[src/rtl/asp_irq_pkg.sv]
// Shared definitions for the ASP interrupt responder.
//
// Contents:
//   - BSP interrupt line assignments and the line count.
//   - CSR word addresses inside the MMIO64 window, and the ID constant.
//   - Host-side FSM state enum.
//
// Optional build macro used by the responder: ASP_IRQ_EDGE_DETECT_EN.
package asp_irq_pkg;

    // Board-level interrupt line map
    localparam int BSP_NUM_INTERRUPT_LINES = 4;
    localparam int BSP_DMA_0_IRQ_BIT       = 0;
    localparam int BSP_KERNEL_IRQ_BIT      = 1;
    localparam int BSP_DMA_1_IRQ_BIT       = 2;

    localparam int IRQ_BIT_DMA_0  = BSP_DMA_0_IRQ_BIT;
    localparam int IRQ_BIT_KERNEL = BSP_KERNEL_IRQ_BIT;
    localparam int IRQ_BIT_DMA_1  = BSP_DMA_1_IRQ_BIT;

    // CSR word addresses
    localparam int CSR_STATUS  = 0;
    localparam int CSR_PENDING = 1;
    localparam int CSR_ENABLE  = 2;
    localparam int CSR_EOI     = 3;
    localparam int CSR_COUNT   = 4;
    localparam int CSR_ID      = 5;

    localparam logic [63:0] CSR_ID_VALUE = 64'h4153_5049_5251_0001;

    typedef enum logic [1:0] {
        IDLE     = 2'd0,
        REQ      = 2'd1,
        SERVICED = 2'd2
    } irq_state_e;

endpackage

[src/rtl/asp_irq_prio_enc.sv]
// Lowest-set-bit priority encoder.
//
// Ports:
//   req    in  NUM_IRQ           request vector
//   vector out IRQ_VECTOR_WIDTH  index of the lowest set bit (0 when none set)
module asp_irq_prio_enc #(
    parameter int NUM_IRQ          = 4,
    parameter int IRQ_VECTOR_WIDTH = 2
) (
    input  logic [NUM_IRQ-1:0]          req,
    output logic [IRQ_VECTOR_WIDTH-1:0] vector
);

    // Scan from the top down so the lowest set index is the last one written.
    always_comb begin
        vector = '0;
        for (int i = NUM_IRQ - 1; i >= 0; i--) begin
            if (req[i]) begin
                vector = IRQ_VECTOR_WIDTH'(i);
            end
        end
    end

endmodule

[src/rtl/asp_irq_responder.sv]
// ASP interrupt responder: latches interrupt lines into a 64-bit CSR block
// (AVMM responder, fixed 2-cycle read latency) and raises a single host
// interrupt request with a vector, held off until the host writes EOI.
//
// Ports:
//   clk, reset            clock; asynchronous active-high reset
//   irq_in                interrupt sources (synchronous to clk)
//   avmm_*                AVMM responder (address, read, write, writedata,
//                         byteenable, readdata, readdatavalid, waitrequest)
//   host_irq_req/_vector  host interrupt request and lowest pending line
//   host_irq_ack          host accepts the request
//
// Build option: ASP_IRQ_EDGE_DETECT_EN selects rising-edge capture of irq_in
// (one input register); undefined selects level capture.
module asp_irq_responder
    import asp_irq_pkg::*;
#(
    parameter int NUM_IRQ          = BSP_NUM_INTERRUPT_LINES,
    parameter int CSR_ADDR_WIDTH   = 3,
    parameter int IRQ_VECTOR_WIDTH = 2
) (
    input  logic                        clk,
    input  logic                        reset,
    input  logic [NUM_IRQ-1:0]          irq_in,
    input  logic [CSR_ADDR_WIDTH-1:0]   avmm_address,
    input  logic                        avmm_read,
    input  logic                        avmm_write,
    input  logic [63:0]                 avmm_writedata,
    input  logic [7:0]                  avmm_byteenable,
    output logic [63:0]                 avmm_readdata,
    output logic                        avmm_readdatavalid,
    output logic                        avmm_waitrequest,
    output logic                        host_irq_req,
    output logic [IRQ_VECTOR_WIDTH-1:0] host_irq_vector,
    input  logic                        host_irq_ack
);

    localparam logic [CSR_ADDR_WIDTH-1:0] ADDR_STATUS  = CSR_ADDR_WIDTH'(CSR_STATUS);
    localparam logic [CSR_ADDR_WIDTH-1:0] ADDR_PENDING = CSR_ADDR_WIDTH'(CSR_PENDING);
    localparam logic [CSR_ADDR_WIDTH-1:0] ADDR_ENABLE  = CSR_ADDR_WIDTH'(CSR_ENABLE);
    localparam logic [CSR_ADDR_WIDTH-1:0] ADDR_EOI     = CSR_ADDR_WIDTH'(CSR_EOI);
    localparam logic [CSR_ADDR_WIDTH-1:0] ADDR_COUNT   = CSR_ADDR_WIDTH'(CSR_COUNT);
    localparam logic [CSR_ADDR_WIDTH-1:0] ADDR_ID      = CSR_ADDR_WIDTH'(CSR_ID);

    function automatic logic [31:0] sat_inc(input logic [31:0] v);
        return (v == 32'hFFFF_FFFF) ? v : v + 32'd1;
    endfunction

    logic                        waitreq_q;
    logic                        rd_en;
    logic                        wr_en;
    logic                        wr_pending;
    logic                        wr_enable;
    logic                        wr_eoi;
    logic [NUM_IRQ-1:0]          be_mask;
    logic [NUM_IRQ-1:0]          set_vec;
    logic [NUM_IRQ-1:0]          w1c_vec;
    logic [NUM_IRQ-1:0]          pending_q;
    logic [NUM_IRQ-1:0]          enable_q;
    logic [NUM_IRQ-1:0]          active_vec;
    logic                        active;
    logic [31:0]                 count_q;
    irq_state_e                  state_q;
    irq_state_e                  state_n;
    logic                        latch_vec;
    logic                        bump_count;
    logic [IRQ_VECTOR_WIDTH-1:0] vec_enc;
    logic [IRQ_VECTOR_WIDTH-1:0] vec_q;
    logic [63:0]                 rd_mux;
    logic [63:0]                 rdata_p0;
    logic [63:0]                 rdata_p1;
    logic                        vld_p0;
    logic                        vld_p1;
    logic                        unused_bits;

    // Upper write-data bits and unused byte enables carry no state.
    assign unused_bits = ^{avmm_writedata, avmm_byteenable};

    // Commands are not accepted while the block is still coming out of reset.
    always_ff @(posedge clk or posedge reset) begin
        if (reset) waitreq_q <= 1'b1;
        else       waitreq_q <= 1'b0;
    end

    assign avmm_waitrequest = waitreq_q;
    assign rd_en = avmm_read  & ~waitreq_q;
    assign wr_en = avmm_write & ~waitreq_q;

    assign wr_pending = wr_en && (avmm_address == ADDR_PENDING);
    assign wr_enable  = wr_en && (avmm_address == ADDR_ENABLE);
    assign wr_eoi     = wr_en && (avmm_address == ADDR_EOI) && avmm_byteenable[0];

    for (genvar i = 0; i < NUM_IRQ; i++) begin : g_be
        assign be_mask[i] = avmm_byteenable[i/8];
    end

    assign w1c_vec = wr_pending ? (avmm_writedata[NUM_IRQ-1:0] & be_mask) : '0;

`ifdef ASP_IRQ_EDGE_DETECT_EN
    logic [NUM_IRQ-1:0] irq_p0;
    logic [NUM_IRQ-1:0] irq_p1;

    // ---- input register / edge history ----
    always_ff @(posedge clk or posedge reset) begin
        if (reset) begin
            irq_p0 <= '0;
            irq_p1 <= '0;
        end else begin
            irq_p0 <= irq_in;
            irq_p1 <= irq_p0;
        end
    end

    assign set_vec = irq_p0 & ~irq_p1;
`else
    assign set_vec = irq_in;
`endif

    // Set has priority over a same-cycle W1C.
    always_ff @(posedge clk or posedge reset) begin
        if (reset) begin
            pending_q <= '0;
            enable_q  <= '0;
        end else begin
            pending_q <= (pending_q & ~w1c_vec) | set_vec;
            if (wr_enable) begin
                enable_q <= (enable_q & ~be_mask) | (avmm_writedata[NUM_IRQ-1:0] & be_mask);
            end
        end
    end

    assign active_vec = pending_q & enable_q;
    assign active     = |active_vec;

    asp_irq_prio_enc #(
        .NUM_IRQ          (NUM_IRQ),
        .IRQ_VECTOR_WIDTH (IRQ_VECTOR_WIDTH)
    ) u_prio_enc (
        .req    (active_vec),
        .vector (vec_enc)
    );

    always_ff @(posedge clk or posedge reset) begin
        if (reset) state_q <= IDLE;
        else       state_q <= state_n;
    end

    // A raised request is never retracted: REQ waits for ack even if the
    // source was cleared or masked meanwhile.
    always_comb begin
        state_n      = state_q;
        latch_vec    = 1'b0;
        bump_count   = 1'b0;
        host_irq_req = 1'b0;
        case (state_q)
            IDLE: begin
                if (active) begin
                    state_n   = REQ;
                    latch_vec = 1'b1;
                end
            end
            REQ: begin
                host_irq_req = 1'b1;
                if (host_irq_ack) begin
                    state_n    = SERVICED;
                    bump_count = 1'b1;
                end
            end
            SERVICED: begin
                if (wr_eoi) state_n = IDLE;
            end
            default: state_n = IDLE;
        endcase
    end

    always_ff @(posedge clk or posedge reset) begin
        if (reset) begin
            vec_q   <= '0;
            count_q <= '0;
        end else begin
            if (latch_vec)  vec_q   <= vec_enc;
            if (bump_count) count_q <= sat_inc(count_q);
        end
    end

    assign host_irq_vector = vec_q;

    // Read mux sees pre-write register values, so a same-cycle write is
    // not visible to the read.
    always_comb begin
        rd_mux = '0;
        case (avmm_address)
            ADDR_STATUS:  rd_mux[NUM_IRQ-1:0] = active_vec;
            ADDR_PENDING: rd_mux[NUM_IRQ-1:0] = pending_q;
            ADDR_ENABLE:  rd_mux[NUM_IRQ-1:0] = enable_q;
            ADDR_COUNT:   rd_mux[31:0]        = count_q;
            ADDR_ID:      rd_mux              = CSR_ID_VALUE;
            default:      rd_mux              = '0;
        endcase
    end

    // ---- read stage p0: capture command ----
    always_ff @(posedge clk or posedge reset) begin
        if (reset) begin
            vld_p0   <= 1'b0;
            rdata_p0 <= '0;
        end else begin
            vld_p0   <= rd_en;
            rdata_p0 <= rd_mux;
        end
    end

    // ---- read stage p1: response ----
    always_ff @(posedge clk or posedge reset) begin
        if (reset) begin
            vld_p1   <= 1'b0;
            rdata_p1 <= '0;
        end else begin
            vld_p1   <= vld_p0;
            rdata_p1 <= rdata_p0;
        end
    end

    assign avmm_readdata      = rdata_p1;
    assign avmm_readdatavalid = vld_p1;

endmodule

[config.mk]
export PLATFORM = sky130hd
export DESIGN_NAME = asp_irq_responder
export DESIGN_NICKNAME = d
export VERILOG_FILES = /design/src/rtl/asp_irq_pkg.sv /design/src/rtl/asp_irq_prio_enc.sv /design/src/rtl/asp_irq_responder.sv
export SDC_FILE = /design/constraint.sdc
export NUM_CORES = 1
export LEC_CHECK = 0
export BUFFER_PORTS_ARGS = -buffer_cell sky130_fd_sc_hd__buf_2
export CAP_MARGIN = 40
export CORE_MARGIN = 4
export CORE_UTILIZATION = 46
export CTS_CLUSTER_SIZE = 40
export DETAILED_ROUTE_END_ITERATION = 8
export GPL_TIMING_DRIVEN = 0
export PLACE_DENSITY = 0.74
export SKIP_LAST_GASP = 1
export SLEW_MARGIN = 20
export SYNTH_ARGS = -nofsm -noshare
export SYNTH_HDL_FRONTEND = slang
export SYNTH_HIERARCHICAL = 1
export SYNTH_SLANG_ARGS = --single-unit
[constraint.sdc]
create_clock -name clk -period 4 [get_ports clk]
set_clock_uncertainty 0.2 [all_clocks]
set_input_delay 0.4 -clock clk [delete_from_list [all_inputs] [get_ports clk]]
set_output_delay 0.4 -clock clk [all_outputs]
set_load 0.03 [all_outputs]
==> flow_summary.ini, run 1 <==
[die]
initial_core_util_pct = 47.61
die_w_um = 106.0
ios = 153
coreArea_sq_mm = 0.009284
die-area_sq_mm = 0.01124
die_height_um = 106.0
rows = 35

[sta]
max-slew-margin-rel_pct = 61.99
fin_ws_ns = 1.715
final_max_slew_viol_count = 0
max_freq_mhz = 437.6
setup_viol = 0
timing.hold.ws_ns = 0.03814
rsz0062_at_grt = false
fin_crit_ns = 2.285
tightest_slew_ns = 0.5629
fin_crit_sh_pct = 57.12
hold_violations = 0

[placement]
dp_hpwl_um = 5507
placedInstanceArea_sq_mm = 0.005014
gp_congestion = 0.8107
dpl_worst_slack_ns = 1.733
port_buffers = 64

[clock_tree]
htreeDepth = 4
cts_tree = yes
cts_buffer_depth = 2
clock_sinks = 113
numCtsBuffers = 17
root_buffer = clkbuf_8
ctsResizeCount = 0
clock_latency_ns = 0.50
clk_pin_slew_ns = 0.06

[pwr]
peakVddDrop_mv = 0.3192
p_leak_nw = 2.924
p_per_area_mw_per_mm2 = 541.7

[setup_path]
path_common_cell = dlygate4sd3_1
path_depth = 7
r2r-start = count_q[0]$_DFFE_PP0P_
r2r_end = count_q[15]$_DFFE_PP0P_
critPathBufInv = 3
reg2reg_slack_ns = 1.73
startpoint = avmm_address[0]
path_cells = dlygate4sd3_1, buf_2, nand2b_1, nor3_1, nand2_1, a21o_1, dlygate4sd3_1
arrival_ns = 2.47
required_ns = 4.18
critPathLaunchType = input pin
crit_end = pending_q[3]$_DFF_PP0_
cp_max_fo = 6
end_kind = flop
crit_type = input pin to flop
cpPeakStageDelay_ns = 0.56
r2r_cells = 7
crit_family = buffers and inverters
crit_slowest_cell = dlygate4sd3_1

[outcome]
status = finished clean

[grt]
grt_use_total_pct = 16.18
grt_pass1_wl_um = 14230
overflow = 0
antenna_found_initial = 0
grt_pass1_vias = 2877
grt_max_degree = 69

[final_layout]
nFillCells = 730
fin_area_sq_mm = 0.005782
diodes = 0
regArea_sq_mm = 0.002829
area_delta_synth_final_pct = 30.80
nNetsFinal = 550
layout-drive-gt1-share_pct = 31.24
multi_input_area_sq_mm = 0.001378

[yosys]
syn_avg_cell_area_sq_um = 12.85
synth_seq_cells = 113
yosys.cell_types.count = 41
syn_area_sq_mm = 0.004420
yosysSeqAreaShare_pct = 64.00
synthCells = 344
yosys_warnings = 6

[detailed_routing]
ant_nets = 0
drt_iter0_drc = 179
first_pass_iters = 4
num_vias = 2882
wl_per_cell_um = 13.91
wl_um = 8427
drc = 0
routed_via_density = 4.756

[run]
drv_cap = 0

[min_path]
hold_class = input pin to flop
-- metrics by stage --
| step | TNS (ns) | std cells | util [%] | total power [mW] |
|---|---|---|---|---|
| final | 0 | 606 | 62.28 | 3.132 |
| after global routing | 0 | 606 | 62.28 | 3.263 |
| after CTS | 0 | 606 | 62.28 | 3.160 |
| after detailed placement | 0 | 559 | 54.00 | 1.613 |
| after global placement | -72.81 | 558 | 53.65 | 1.599 |
| after floorplan | 0 | 365 | - | 1.524 |
-- timing repair --
item | 4_1_cts | 5_1_grt
hold buffers | 16 | 0
setup buffers | 0 | 0
hold endpoints to repair | 55 | 0
-- synthesized netlist by cell type --
cell type,n,share of area (%)
dfrtp_1,112,63
buf_4,31,5.3
and2_1,29,4.1
xnor2_1,28,5.5
nor2_1,22,1.9
nand2_1,14,1.2
nand3_1,12,1.4
nand4_1,11,1.6
and3_1,8,1.1
mux2_2,7,1.8
clkbuf_1,5,0.42
inv_1,5,0.42
nor3_1,5,0.57
o21ai_0,5,0.57
a21o_1,4,0.68
and4_1,4,0.79
nand2b_1,4,0.57
a22oi_1,3,0.51
nand3_2,3,0.68
nor2b_1,3,0.42
o211ai_1,3,0.51
xor2_1,3,0.59
buf_6,2,0.51
nand3b_1,2,0.34
nor4_2,2,0.57
o22a_1,2,0.40
a21oi_2,1,0.20
a311oi_2,1,0.34
a31oi_1,1,0.14
and4_4,1,0.25
conb_1,1,0.085
dfstp_2,1,0.59
ha_1,1,0.28
nand4_2,1,0.28
nand4_4,1,0.48
nand4b_1,1,0.20
nand4b_2,1,0.34
nor3_2,1,0.23
nor4_1,1,0.14
nor4_4,1,0.48
o41ai_1,1,0.20
-- report_power, final --
part | switching [mW] | total, mW | internal (mW)
combinational | 0.200 | 0.329 | 0.129
sequential | 0.0644 | 1.28 | 1.21
clock | 0.490 | 1.53 | 1.04
total | 0.754 | 3.13 | 2.38
-- worst min path at each step --
| stage | depth (start not counted) | slack (ns) | end | start |
|---|---|---|---|---|
| 3_5_place_dp | 0 | 0.13 | avmm_readdata[12]$_DFF_PP0_ | rdata_p0[12]$_DFF_PP0_ |
| 3_3_place_gp | 0 | 0.13 | avmm_readdatavalid$_DFF_PP0_ | vld_p0$_DFF_PP0_ |
| 5_1_grt | 2 | 0.04 | rdata_p0[0]$_DFF_PP0_ | avmm_address[2] |
| 4_1_cts | 2 | 0.02 | rdata_p0[0]$_DFF_PP0_ | avmm_address[2] |
| 2_1_floorplan | 0 | 0.13 | avmm_readdata[0]$_DFF_PP0_ | rdata_p0[0]$_DFF_PP0_ |
| 6_report | 2 | 0.04 | rdata_p0[0]$_DFF_PP0_ | avmm_address[2] |
-- layout by cell type (no fill, tap or decap), drive strengths merged, types with 4 or more instances in the layout --
| cell | count |
|---|---|
| nand4 | 13 |
| buf | 98 |
| and4 | 5 |
| nand2 | 14 |
| a21o | 4 |
| mux2 | 7 |
| conb | 22 |
| clkinv | 4 |
| nor2 | 22 |
| nor4 | 4 |
| dlygate4sd3 | 16 |
| xnor2 | 28 |
| nand2b | 4 |
| and3 | 8 |
| o21ai | 5 |
| nand3 | 15 |
| and2 | 29 |
| clkbuf | 26 |
| dfrtp | 112 |
| nor3 | 6 |
| inv | 5 |
| bufinv | 4 |
-- state kept, by name, indices dropped and copies added, names as in the netlist, named ones only --
name and flops:
avmm_readdata 33, avmm_readdatavalid 1, avmm_waitrequest 1, count_q 32
host_irq_vector 2, pending_q 4, rdata_p0 33, state_q 2
vld_p0 1
-- layer usage --
metal | part of all wire, % | global-route usage (%) | up-vias
met5 | 0 | 0 | -
met4 | 2.8 | 7.401 | 0
met3 | 4.9 | 5.222 | 22
met2 | 51 | 26.87 | 84
met1 | 41 | 19.20 | 1422
li1 | - | - | 1354
-- logic make-up (layout without fill, tap and decap cells) --
kind of cell	after synthesis	count (layout)	synth area share (%)
AO/OA/AOI/OAI	21	21	3.538
XOR/XNOR	31	31	6.142
adder cells (fa/ha/maj)	1	1	0.2830
buffers and inverters	43	155	6.623
flip-flops	113	113	64.00
multiplexers	7	7	1.783
other	1	22	0.08483
AND/OR/NAND/NOR	127	127	17.55
-- worst reg2reg max path, delay by kind of cell (launching register included) --
| family | cells | cell delay [ns] |
|---|---|---|
| simple gates | 3 | 0.39 |
| flops | 1 | 0.43 |
| compound gates | 1 | 0.50 |
| xor+xnor | 1 | 0.16 |
| buf+inv | 1 | 0.23 |
| fa+ha+maj | 1 | 0.25 |
-- area by class of cell --
class	instances	share of cell area [%]
plain buffers	38	4.739
clock buffers	21	7.769
clock inverters	10	2.748
inverters	5	0.4112
multi-input cells	209	23.83
flip-flops and latches	113	48.93
well taps	129	2.792
repair buffers	81	8.786
(Power assumes the default switching activity.)
==> inputs of run 2 (changes only) <==
==> constraint.sdc (replaced) <==
create_clock -name clk -period 2.26 [get_ports clk]
set_clock_uncertainty 0.2 [all_clocks]
set_input_delay 0.226 -clock clk [delete_from_list [all_inputs] [get_ports clk]]
set_output_delay 0.226 -clock clk [all_outputs]
set_load 0.03 [all_outputs]
==> run 2 against run 1 <==
Against the previous run:
- critical path type is now flop to flop
- hold slack gained 0.052 ns
- register-to-register slack lost 1.7 ns
- clock-buffer cell count shrank 4
- critical endpoint is now count_q[31]$_DFFE_PP0P_
- final cell count grew 1.2%
- setup slack lost 1.6 ns
- first-iteration DRC count grew 5.0%
==> flow_summary.ini, run 2 (synthesized netlist as in run 1, its figures left out) <==
[clock_tree]
cts_tree = yes
clk_pin_slew_ns = 0.06
numCtsBuffers = 17
clock_latency_ns = 0.52
clock_sinks = 113
cts_buffer_depth = 2
htreeDepth = 4
root_buffer = clkbuf_8

[min_path]
hold_class = input pin to async pin

[detailed_routing]
wl_um = 9042
wl_per_cell_um = 14.75
ant_nets = 0
routed_via_density = 4.783
num_vias = 2932
first_pass_iters = 5
drt_iter0_drc = 188
drc = 0

[setup_path]
crit_type = flop to flop
crit_family = simple AND/OR/NAND/NOR gates
end_kind = flop
crit_slowest_cell = dfrtp_1
cpPeakStageDelay_ns = 0.44
required_ns = 2.48
critPathLaunchType = flop
arrival_ns = 2.40
path_cells = and4_1, and4_4, a311oi_4, buf_6, nand4b_2, xnor2_1
critPathBufInv = 1
cp_max_fo = 10

[pwr]
peakVddDrop_mv = 0.4683
clkPwrFrac_pct = 48.7
p_sw_share_pct = 26.63
p_leak_nw = 2.972
power.internal_mw = 4.094
p_per_area_mw_per_mm2 = 950.0
power_mw = 5.580
p_switching_mw = 1.486
comb_power_share_pct = 10.9
sequentialPowerShare_pct = 40.4

[grt]
grt_pass1_vias = 3019
antenna_found_initial = 0
overflow = 0
grt_max_degree = 33
grt_pass1_wl_um = 15200
grt_use_total_pct = 17.65

[sta]
final_max_slew_viol_count = 0
hold_violations = 0
tightest_slew_ns = 0.6698
max-slew-margin-rel_pct = 55.00
timing.hold.ws_ns = 0.09061
fin_crit_ns = 2.183
setup_viol = 0
max_freq_mhz = 458.1
fin_crit_sh_pct = 96.59

[placement]
dp_hpwl_um = 5590
placedInstanceArea_sq_mm = 0.005045
port_buffers = 64
gp_congestion = 0.8508

[die]
die_height_um = 106.0
initial_core_util_pct = 47.61
die_w_um = 106.0
rows = 35
coreArea_sq_mm = 0.009284
ios = 153
die-area_sq_mm = 0.01124

[final_layout]
final_common_cell = dfrtp_1
area_delta_synth_final_pct = 32.86
diodes = 0
nNetsFinal = 556
fin_area_sq_mm = 0.005873
layout-drive-gt1-share_pct = 32.23
most-common-layout-cells = dfrtp_1 (112), buf_2 (64), buf_4 (32)

[outcome]
status = finished clean

[run]
drv_cap = 0
-- run 2: cell types whose count changed in the layout (fill, tap and decap cells not counted), moves of 2 or more --
cell / delta
buf_12: +3
clkbuf_8: -2
clkbuf_1: -2
inv_6: +8
dlygate4sd3_1: +3
clkinv_2: -3
-- run 2: repair_timing --
item / in CTS / in global routing
endpoints found under the hold margin: 97 / 0
gates resized for setup: 1 / 2
hold buffers: 19 / 0
endpoints found under the setup margin: 2 / 8
cloned: 0 / 0
buffers inserted: 0 / 1
pin swaps: 0 / 1
-- run 2: worst paths after layout --
| check | start | endpoint | slack (ns) | cells past startpoint |
|---|---|---|---|---|
| worst max-delay path | count_q[12]$_DFFE_PP0P_ | count_q[31]$_DFFE_PP0P_ | 0.08 | 6 |
| worst min-delay path | reset | avmm_readdata[16]$_DFF_PP0_ | 0.09 | 3 |
| worst max register to register | count_q[12]$_DFFE_PP0P_ | count_q[31]$_DFFE_PP0P_ | 0.08 | 6 |
| worst min register to register | rdata_p0[21]$_DFF_PP0_ | avmm_readdata[21]$_DFF_PP0_ | 0.14 | 0 |
| max in group asynchronous | reset | count_q[7]$_DFFE_PP0P_ | 1.03 | 5 |
| min in group clk | avmm_address[1] | rdata_p0[3]$_DFF_PP0_ | 0.11 | 3 |
-- run 2: layout make-up --
| class | count | area [sq um] |
|---|---|---|
| multi-input cells | 209 | 1400 |
| clock buffers | 17 | 414.1 |
| flip-flops and latches | 113 | 2829 |
| plain buffers | 38 | 274.0 |
| inverters | 5 | 22.52 |
| well taps | 129 | 161.4 |
| fillers | 688 | 3411 |
| clock inverters | 15 | 193.9 |
| repair buffers | 87 | 578.1 |
-- run 2: worst register-to-register path, stage by stage, from the launching register on --
cell,delay (ns)
dfrtp_1,0.44
and4_1,0.28
and4_4,0.22
a311oi_4,0.41
buf_6,0.21
nand4b_2,0.12
xnor2_1,0.20
-- run 2: power groups by stage --
stage                     logic, mW  clock network [mW]  registers (mW)
after global routing          0.658                2.87            2.27
after global placement        0.548                   0            2.28
after CTS                     0.607                2.76            2.25
final                         0.607                2.72            2.25
after floorplan               0.375                   0            2.32
after detailed placement      0.576                   0            2.28
-- run 2: metal layers --
layer	track usage [%]	routed length [um]	vias up
li1	-	-	1381
met1	20.65	3638	1415
met2	28.83	4579	114
met3	5.464	532	22
met4	10.08	292	0
met5	0	0	-
-- run 2: per-stage QoR --
step | TNS [ns] | std cells | setup WS (ns) | utilization [%]
3_3_place_gp | -15.20 | 558 | -0.1395 | 53.69
5_1_grt | -0.007596 | 613 | -0.003999 | 63.26
2_1_floorplan | 0 | 365 | 0.3053 | -
6_report | 0 | 613 | 0.07707 | 63.26
4_1_cts | 0 | 612 | 0.05777 | 63.06
3_5_place_dp | 0 | 561 | 0.02255 | 54.34
==> inputs of run 3 (changes only) <==
--- a/config.mk
+++ b/config.mk
@@ -7,12 +7,14 @@
 export LEC_CHECK = 0
 export BUFFER_PORTS_ARGS = -buffer_cell sky130_fd_sc_hd__buf_2
 export CAP_MARGIN = 40
+export CELL_PAD_IN_SITES_DETAIL_PLACEMENT = 0
+export CELL_PAD_IN_SITES_GLOBAL_PLACEMENT = 1
 export CORE_MARGIN = 4
-export CORE_UTILIZATION = 46
+export CORE_UTILIZATION = 39
 export CTS_CLUSTER_SIZE = 40
 export DETAILED_ROUTE_END_ITERATION = 8
 export GPL_TIMING_DRIVEN = 0
-export PLACE_DENSITY = 0.74
+export PLACE_DENSITY_LB_ADDON = 0.1
 export SKIP_LAST_GASP = 1
 export SLEW_MARGIN = 20
 export SYNTH_ARGS = -nofsm -noshare
==> run 3 against run 2 <==
Against the previous run:
- hold slack worse by 0.077 ns
- via count shrank 4.1%
- power decreased by 2.8%
- cell area fell by 0.49%
- sequential power about the same
- critical endpoint is now count_q[15]$_DFFE_PP0P_
- final cell count is 1.6% higher
- sequential cell count stayed put
- clock-buffer cell count grew 1
- critical path depth increased by 2
==> flow_summary.ini, run 3 (synthesized netlist as in run 1, its figures left out) <==
[clock_tree]
cts_tree = yes
clock_latency_ns = 0.40
root_buffer = clkbuf_16
cts_buffer_depth = 2
clock_sinks = 113
numCtsBuffers = 17
htreeDepth = 4
clk_pin_slew_ns = 0.05

[pwr]
p_switching_mw = 1.397
comb_power_share_pct = 11.0
clkPwrFrac_pct = 47.3
p_sw_share_pct = 25.76
p_leak_nw = 2.933
sequentialPowerShare_pct = 41.7
peakVddDrop_mv = 0.5025
power_mw = 5.423
p_per_area_mw_per_mm2 = 927.8
power.internal_mw = 4.026

[final_layout]
finalNonFillerCells = 623
final_common_cell = dfrtp_1
diodes = 0
area_delta_synth_final_pct = 32.21
nNetsFinal = 555
most-common-layout-cells = dfrtp_1 (112), buf_2 (64), buf_4 (33)
layout-drive-gt1-share_pct = 32.71
fin_area_sq_mm = 0.005844

[sta]
max-slew-margin-rel_pct = 61.06
fin_crit_sh_pct = 95.74
fin_crit_ns = 2.164
setup_viol = 0
hold_violations = 0
max_freq_mhz = 462.2
tightest_slew_ns = 0.5765
rsz0062_at_grt = true
final_max_slew_viol_count = 0
fin_ws_ns = 0.09638
timing.hold.ws_ns = 0.01349

[die]
coreArea_sq_mm = 0.01098
rows = 38
initial_core_util_pct = 40.25
ios = 153
die_w_um = 114.5
die_height_um = 114.5
die-area_sq_mm = 0.01310

[placement]
placedInstanceArea_sq_mm = 0.005059
dpl_worst_slack_ns = 0.02999
post-place-cells = 572
port_buffers = 64
dp_hpwl_um = 5829
gp_congestion = 0.7703

[setup_path]
crit_type = flop to flop
critPathLaunchType = flop
required_ns = 2.34
cp_max_fo = 10
r2r_cells = 8
end_kind = flop
arrival_ns = 2.24

[grt]
grt_pass1_vias = 2805
overflow = 0
grt_max_degree = 34
grt_use_total_pct = 13.68
antenna_found_initial = 0
grt_pass1_wl_um = 13990

[detailed_routing]
num_vias = 2813
routed_via_density = 4.515
first_pass_iters = 4
wl_um = 8354
drc = 0
ant_nets = 0
drt_iter0_drc = 140
wl_per_cell_um = 13.41

[min_path]
holdPathStages = 4
hold_class = input pin to flop

[outcome]
status = finished clean

[run]
drv_cap = 0
[run 3: changes by cell type in the layout (fill, tap and decap cells not counted), sizes merged]
cell / change
dlygate4sd3: -2
bufinv: -1
inv: -8
clkbuf: +1
buf: +1
clkinvlp: +4
clkinv: +4
[run 3: area by class of cell]
type                    count  area [sq um]
fillers                   979          5139
clock buffers              18         439.2
clock inverters            14         140.1
well taps                 140         175.2
plain buffers              38         274.0
multi-input cells         209          1399
inverters                   5         22.52
flip-flops and latches    113          2829
repair buffers             86         565.5
[run 3: through the flow]
step,util [%],setup TNS (ns)
after floorplan,-,0
after global placement,45.51,-27.17
after detailed placement,46.06,0
after CTS,52.88,0
after global routing,53.21,-0.2400
final,53.21,0
[run 3: timing repair]
item,in CTS,in global routing
endpoints found under the hold margin,37,0
gates resized for setup,0,3
hold buffers,17,0
setup endpoints to repair,0,14
buffers inserted,0,2
[run 3: worst paths after layout]
path | start | end | slack [ns]
setup / recovery | count_q[0]$_DFFE_PP0P_ | count_q[15]$_DFFE_PP0P_ | 0.1
hold / removal | avmm_write | state_q[1]$_DFFE_PP0P_ | 0.01
setup reg to reg | count_q[0]$_DFFE_PP0P_ | count_q[15]$_DFFE_PP0P_ | 0.1
hold reg to reg | rdata_p0[5]$_DFF_PP0_ | avmm_readdata[5]$_DFF_PP0_ | 0.14
max in group asynchronous | reset | count_q[21]$_DFFE_PP0P_ | 0.86
min in group asynchronous | reset | avmm_readdata[56]$_DFF_PP0_ | 0.26
[run 3: routing by layer]
layer / track usage [%] / vias up / part of all wire (%)
li1: - / 1367 / -
met1: 18.73 / 1358 / 46
met2: 20.33 / 76 / 46
met3: 3.858 / 12 / 5.8
met4: 6.017 / 0 / 1.9
met5: 0 / - / 0
[run 3: power groups by stage]
| stage | Clock [mW] | Combinational, mW | Sequential, mW |
|---|---|---|---|
| final | 2.56 | 0.598 | 2.26 |
| after detailed placement | 0 | 0.582 | 2.29 |
| after CTS | 2.62 | 0.601 | 2.26 |
| after global routing | 2.72 | 0.671 | 2.28 |
| after global placement | 0 | 0.556 | 2.28 |
| after floorplan | 0 | 0.375 | 2.32 |
[run 3: critical path: stages, from the launching register on]
cell,delay (ns)
dfrtp_1,0.43
ha_1,0.27
nand3_2,0.13
nor4_4,0.07
buf_4,0.15
a311oi_4,0.32
buf_6,0.21
nand3_1,0.11
xnor2_1,0.15
